--- config.mk ---
export PLATFORM = sky130hd
export DESIGN_NAME = mem_arbiter
export DESIGN_NICKNAME = d
export VERILOG_FILES = /design/src/rtl/mem_arb_pkg.sv /design/src/rtl/mem_arbiter_rr_arb2.sv /design/src/rtl/mem_arbiter.sv
export SDC_FILE = /design/constraint.sdc
export NUM_CORES = 1
export LEC_CHECK = 0
export ABC_CLOCK_PERIOD_IN_PS = 2000
export CORE_UTILIZATION = 29
export CTS_CLUSTER_SIZE = 8
export DETAILED_ROUTE_END_ITERATION = 10
export SKIP_LAST_GASP = 1
export SLEW_MARGIN = 30
export SYNTH_ARGS = -nofsm -noshare
export SYNTH_HDL_FRONTEND = slang
export SYNTH_SLANG_ARGS = --single-unit
--- constraint.sdc ---
create_clock -name clk -period 2 [get_ports clk]
set_input_delay 0.3 -clock clk [delete_from_list [all_inputs] [get_ports clk]]
set_output_delay 0.3 -clock clk [all_outputs]
set_load 0.02 [all_outputs]
--- src/rtl/mem_arb_pkg.sv ---
`default_nettype none
// ============================================================================
//  Module   : mem_arb_pkg
//  Brief    : Shared types and constants for the two-port memory arbiter
//  Revision : 1.0 - initial release
// ============================================================================
package mem_arb_pkg;

    localparam int ADDR_W = 32;
    localparam int DATA_W = 32;

    // Requester identifiers; also used as bit positions in the grant vector
    localparam logic PORT_I = 1'b0;
    localparam logic PORT_D = 1'b1;

    typedef enum logic [1:0] {
        IDLE   = 2'd0,
        ACCESS = 2'd1,
        RESP   = 2'd2
    } state_t;

endpackage
`default_nettype wire

--- src/rtl/mem_arbiter_rr_arb2.sv ---
`default_nettype none
// ============================================================================
//  Module   : rr_arb2
//  Brief    : Two-requester round-robin grant (combinational, one-hot output).
//             The owner of last_grant loses a tie; the parent updates it.
//  Revision : 1.0 - initial release
// ============================================================================
module rr_arb2
    import mem_arb_pkg::*;
(
    input  logic [1:0] req,
    input  logic       last_grant,
    input  logic       enable,
    output logic [1:0] gnt
);

    // Single requester wins outright; on a tie the port not served last wins
    always_comb begin
        gnt = 2'b00;
        if (enable) begin
            case (req)
                2'b01:   gnt = 2'b01;
                2'b10:   gnt = 2'b10;
                2'b11:   gnt = (last_grant == PORT_I) ? 2'b10 : 2'b01;
                default: gnt = 2'b00;
            endcase
        end
    end

endmodule
`default_nettype wire

--- src/rtl/mem_arbiter.sv ---
`default_nettype none
// ============================================================================
//  Module   : mem_arbiter
//  Brief    : Shares a single-port byte-addressed RAM between an instruction
//             fetch port (read-only) and a load/store port. One outstanding
//             transaction: IDLE -> ACCESS (1 cycle) -> RESP (until consumed).
//  Revision : 1.0 - initial release
// ============================================================================
module mem_arbiter
    import mem_arb_pkg::*;
#(
    parameter int NUM_OF_BYTES = 800
) (
    input  logic              clk,
    input  logic              rst_n,
    // fetch port
    input  logic              i_req_valid,
    output logic              i_req_ready,
    input  logic [ADDR_W-1:0] i_req_addr,
    output logic              i_rsp_valid,
    input  logic              i_rsp_ready,
    output logic [DATA_W-1:0] i_rsp_rdata,
    output logic              i_rsp_err,
    // load/store port
    input  logic              d_req_valid,
    output logic              d_req_ready,
    input  logic              d_req_we,
    input  logic [ADDR_W-1:0] d_req_addr,
    input  logic [DATA_W-1:0] d_req_wdata,
    output logic              d_rsp_valid,
    input  logic              d_rsp_ready,
    output logic [DATA_W-1:0] d_rsp_rdata,
    output logic              d_rsp_err,
    // RAM side
    output logic [ADDR_W-1:0] mem_address,
    output logic              mem_read_en,
    output logic              mem_write_en,
    output logic [DATA_W-1:0] mem_write_data,
    input  logic [DATA_W-1:0] mem_read_data
);

    // Highest legal word address; compared unsigned so 0xFFFFFFFF never wraps in
    localparam logic [ADDR_W-1:0] C_MAX_ADDR = ADDR_W'(NUM_OF_BYTES - 4);

    state_t              r_state;
    state_t              w_state_next;
    logic                r_last_grant;
    logic                r_owner;
    logic                r_err;
    logic [DATA_W-1:0]   r_rsp_rdata;

    logic [1:0]          w_gnt;
    logic                w_arb_en;
    logic                w_hs;
    logic                w_sel_d;
    logic                w_we;
    logic                w_in_range;
    logic                w_rsp_ready;
    logic [ADDR_W-1:0]   w_addr;

    assign w_arb_en = (r_state == IDLE);

    rr_arb2 u_rr_arb2 (
        .req        ({d_req_valid, i_req_valid}),
        .last_grant (r_last_grant),
        .enable     (w_arb_en),
        .gnt        (w_gnt)
    );

    assign i_req_ready = w_gnt[0];
    assign d_req_ready = w_gnt[1];

    assign w_hs       = |w_gnt;
    assign w_sel_d    = w_gnt[1];
    assign w_addr     = w_sel_d ? d_req_addr : i_req_addr;
    assign w_we       = w_sel_d & d_req_we;
    assign w_in_range = (w_addr <= C_MAX_ADDR);

    assign w_rsp_ready = (r_owner == PORT_D) ? d_rsp_ready : i_rsp_ready;

    // Responses are steered to the owner only; the other port sees idle values
    assign i_rsp_valid = (r_state == RESP) && (r_owner == PORT_I);
    assign d_rsp_valid = (r_state == RESP) && (r_owner == PORT_D);
    assign i_rsp_err   = r_err && (r_owner == PORT_I);
    assign d_rsp_err   = r_err && (r_owner == PORT_D);
    assign i_rsp_rdata = (r_owner == PORT_I) ? r_rsp_rdata : '0;
    assign d_rsp_rdata = (r_owner == PORT_D) ? r_rsp_rdata : '0;

    // State register
    always_ff @(posedge clk) begin
        if (!rst_n) begin
            r_state <= IDLE;
        end else begin
            r_state <= w_state_next;
        end
    end

    // Next-state: handshake starts an access, access lasts one cycle, response waits for consumer
    always_comb begin
        w_state_next = r_state;
        case (r_state)
            IDLE:    if (w_hs) w_state_next = ACCESS;
            ACCESS:  w_state_next = RESP;
            RESP:    if (w_rsp_ready) w_state_next = IDLE;
            default: w_state_next = IDLE;
        endcase
    end

    // Registered RAM controls, ownership and the captured response word
    always_ff @(posedge clk) begin
        if (!rst_n) begin
            mem_address    <= '0;
            mem_read_en    <= 1'b0;
            mem_write_en   <= 1'b0;
            mem_write_data <= '0;
            r_rsp_rdata    <= '0;
            r_err          <= 1'b0;
            r_owner        <= PORT_I;
            r_last_grant   <= PORT_I;
        end else begin
            case (r_state)
                IDLE: begin
                    if (w_hs) begin
                        mem_address    <= w_addr;
                        mem_write_en   <= w_we & w_in_range;
                        mem_read_en    <= ~w_we & w_in_range;
                        mem_write_data <= w_sel_d ? d_req_wdata : '0;
                        r_err          <= ~w_in_range;
                        r_owner        <= w_sel_d ? PORT_D : PORT_I;
                        r_last_grant   <= w_sel_d ? PORT_D : PORT_I;
                    end
                end
                ACCESS: begin
                    // RAM drove read data at the mid-cycle negedge; writes commit at this edge
                    r_rsp_rdata  <= mem_read_en ? mem_read_data : '0;
                    mem_read_en  <= 1'b0;
                    mem_write_en <= 1'b0;
                end
                default: ;
            endcase
        end
    end

endmodule
`default_nettype wire

==> out/metrics.cfg, run 1 <==
[run_status]
outcome=complete, no violations

[final_layout]
drive_gt1_frac=0.0540
antenna_cells=0
layoutNonFillerInstCount=966
final_common_cell=clkdlybuf4s50_1
syn2layout_area_growth_pct=72.4
multi_input_area_mm2=0.00225
final_area_mm2=0.00781
layout.nets=910
nFillCells=1427
ff_latch_area_mm2=0.00204
final_cell_mix=clkdlybuf4s50_1 (239), dfxtp_1 (101), nor2_1 (65), nand2_1 (38), a21oi_1 (35)
final_core_util=0.513

[timing]
holdWs_ns=0.462
fin_skew_ns=0.00480
setup_tns_ns=0
setup_viol=0
worst_slack_ns=0.0246
relSlewSlack=0.709
slew_violations=0
worst_pin_slew_ns=0.433
hold_violations=0
period_minus_slack_ns=1.98
fmaxAchievable_mhz=506
finalCritPeriodShare=0.988
rsz0062_at_grt=yes

[placement]
placed_cells=952
gp_congestion=0.754
dp_hpwl_um=11600
io_buffers=270
dpl-instance-area_mm2=0.00747
post-place-ws_ns=-0.0564

[die]
die_area_mm2=0.0161
initial_core_util=0.298
core.rowCount=45
die_y_um=127
die_w_um=127
fp.coreArea_mm2=0.0152
ios=271

[power]
sw_frac_of_total=0.271
finalPower_mw=5.60
power.switching_mw=1.52
power.share.sequential=0.401
clkPwrFrac=0.348
p_comb_frac=0.251
power_leakage_nw=3.11
p_per_area_mw_per_mm2=717
internal-power_mw=4.09
peakVddDrop_uv=405

[setup_path]
end_kind=output pin
cp_top_family=buffers and inverters
cp_max_fo=56
cp-start-kind=flip-flop
arrival_ns=1.68
critPathKind=flip-flop to output pin
required_ns=1.70
crit_buf_inv=2
cp_slowest_cell=clkdlybuf4s50_1
crit_chain=buf_12 -> and2_1 -> clkdlybuf4s50_1
worst_path_largest_cell_delay_ns=0.59

[clock_network]
cts.sinks=102
cts_buffers=9
cts_hold_buf=0
root_buffer=clkbuf_16
htree_levels=3
tritoncts=yes
clk_path_buf_depth=2
clkTransAtPathRegs_ns=0.07
clock_latency_ns=0.34

[routing]
drtAntennaViolNets=0
viasPerCell=4.86
vias=4697
post_drt_wl_per_cell_um=16.0
finalWirelength_um=15400
drtIter0Drc=201
dr.pass1.iters=4
drc=0

[synth]
synth_cell_types=38
synth-warning-count=0
synth_seq_area_share=0.451
netlist_area_mm2=0.00453
synth_edf_count=0
syn_inst=524
synth-main-ff-cell=dfxtp_1
netlist.top_cell.by_area=dfxtp_1
synth_top_area_frac=0.451
syn_nets=659
netlist_top_cells_area=dfxtp_1 (45%), mux2i_1 (7.5%), nor2_1 (5.4%), a211oi_1 (5.3%), a22oi_1 (5.3%)
ys_seq_elements=102
avgSynthCellArea_um2=8.64
async_reset_ff_frac=0

[global_route]
antenna_found_initial=1
grt_pass1_wl_um=24100
grt_max_degree=57
first_global_vias=4714
grt_use_total=0.190
overflow=0

[min_path]
worstHoldPathType=flip-flop to flip-flop

[flow_run]
timing.max_cap.violations=0

-- routing by layer --
metal	GRT usage	vias to the layer above	wire [µm]
met5	0	-	13
met4	0.0609	2	279
met3	0.0650	19	1220
met2	0.328	174	7610
met1	0.221	2161	6300
li1	-	2341	-
-- worst min-delay path, cell delays in order (launching register included) --
cell and delay [ns]:
dfxtp_1 0.32, nand2_1 0.05, a21oi_1 0.05
-- synth_stat cells, types with 5 or more instances --
cell and count:
buf_2 6, a21oi_1 35, and2_1 33, nor2_1 65, a22oi_1 32, nor2b_1 33, buf_6 5, nand4_1 5
mux2i_1 34, dfxtp_1 102, clkbuf_1 30, nor4_1 8, nand2_1 38, nand3_1 33, a211oi_1 32
-- kinds of logic (layout without fill, tap and decap cells) --
family | count (synthesis) | after routing | share of synthesized area
AO/OA/AOI/OAI | 109 | 109 | 0.166
buffers and inverters | 50 | 304 | 0.0539
flip-flops | 102 | 102 | 0.451
multiplexers | 34 | 34 | 0.0752
AND/OR/NAND/NOR | 229 | 229 | 0.254
-- layout make-up --
| type | instances | area share |
|---|---|---|
| well taps | 188 | 0.0301 |
| flip-flops and latches | 102 | 0.262 |
| multi-input cells | 372 | 0.288 |
| clock buffers | 9 | 0.0289 |
| repair buffers | 288 | 0.377 |
| inverters | 2 | 0.00112 |
| clock inverters | 5 | 0.0128 |
-- registers in the layout, indices dropped and copies added, names as in the netlist --
signal / flops
mem_address: 32
r_err: 1
r_rsp_rdata: 32
mem_read_en: 1
mem_write_en: 1
r_owner: 1
mem_write_data: 32
r_state: 2
-- path summary, 6_finish.rpt --
check,from,endpoint,slack (ns),cells after the start
max,r_owner,d_rsp_rdata[18],0.02,3
min,r_rsp_rdata[25],r_rsp_rdata[25],0.46,2
max reg2reg,r_owner,r_err,0.25,6
min reg2reg,r_rsp_rdata[25],r_rsp_rdata[25],0.46,2
-- timing repair --
item                                    in CTS  in global routing
gates cloned                                 0                  0
endpoints found under the setup margin      19                 19
pin swaps                                    0                  0
hold endpoints to repair                     0                  0
buffers inserted                             0                  0
gates resized for setup                     18                 12
-- power by group through the flow --
stage	combinational [mW]	clock, mW	sequential (mW)
2_1_floorplan	0.527	0	2.43
3_3_place_gp	1.41	0	2.29
3_5_place_dp	1.42	0	2.29
4_1_cts	1.42	1.99	2.25
5_1_grt	1.51	2.08	2.26
6_report	1.41	1.95	2.25
Power figures use the tool's default switching activity.
==> inputs of run 2 (changes only) <==
--- a/config.mk
+++ b/config.mk
@@ -6,6 +6,7 @@
 export NUM_CORES = 1
 export LEC_CHECK = 0
 export ABC_CLOCK_PERIOD_IN_PS = 2000
+export CAP_MARGIN = 20
 export CORE_UTILIZATION = 29
 export CTS_CLUSTER_SIZE = 8
 export DETAILED_ROUTE_END_ITERATION = 10
==> results of run 2 <==
Same layout as run 1: the final DEF is identical, and so are final timing and power.
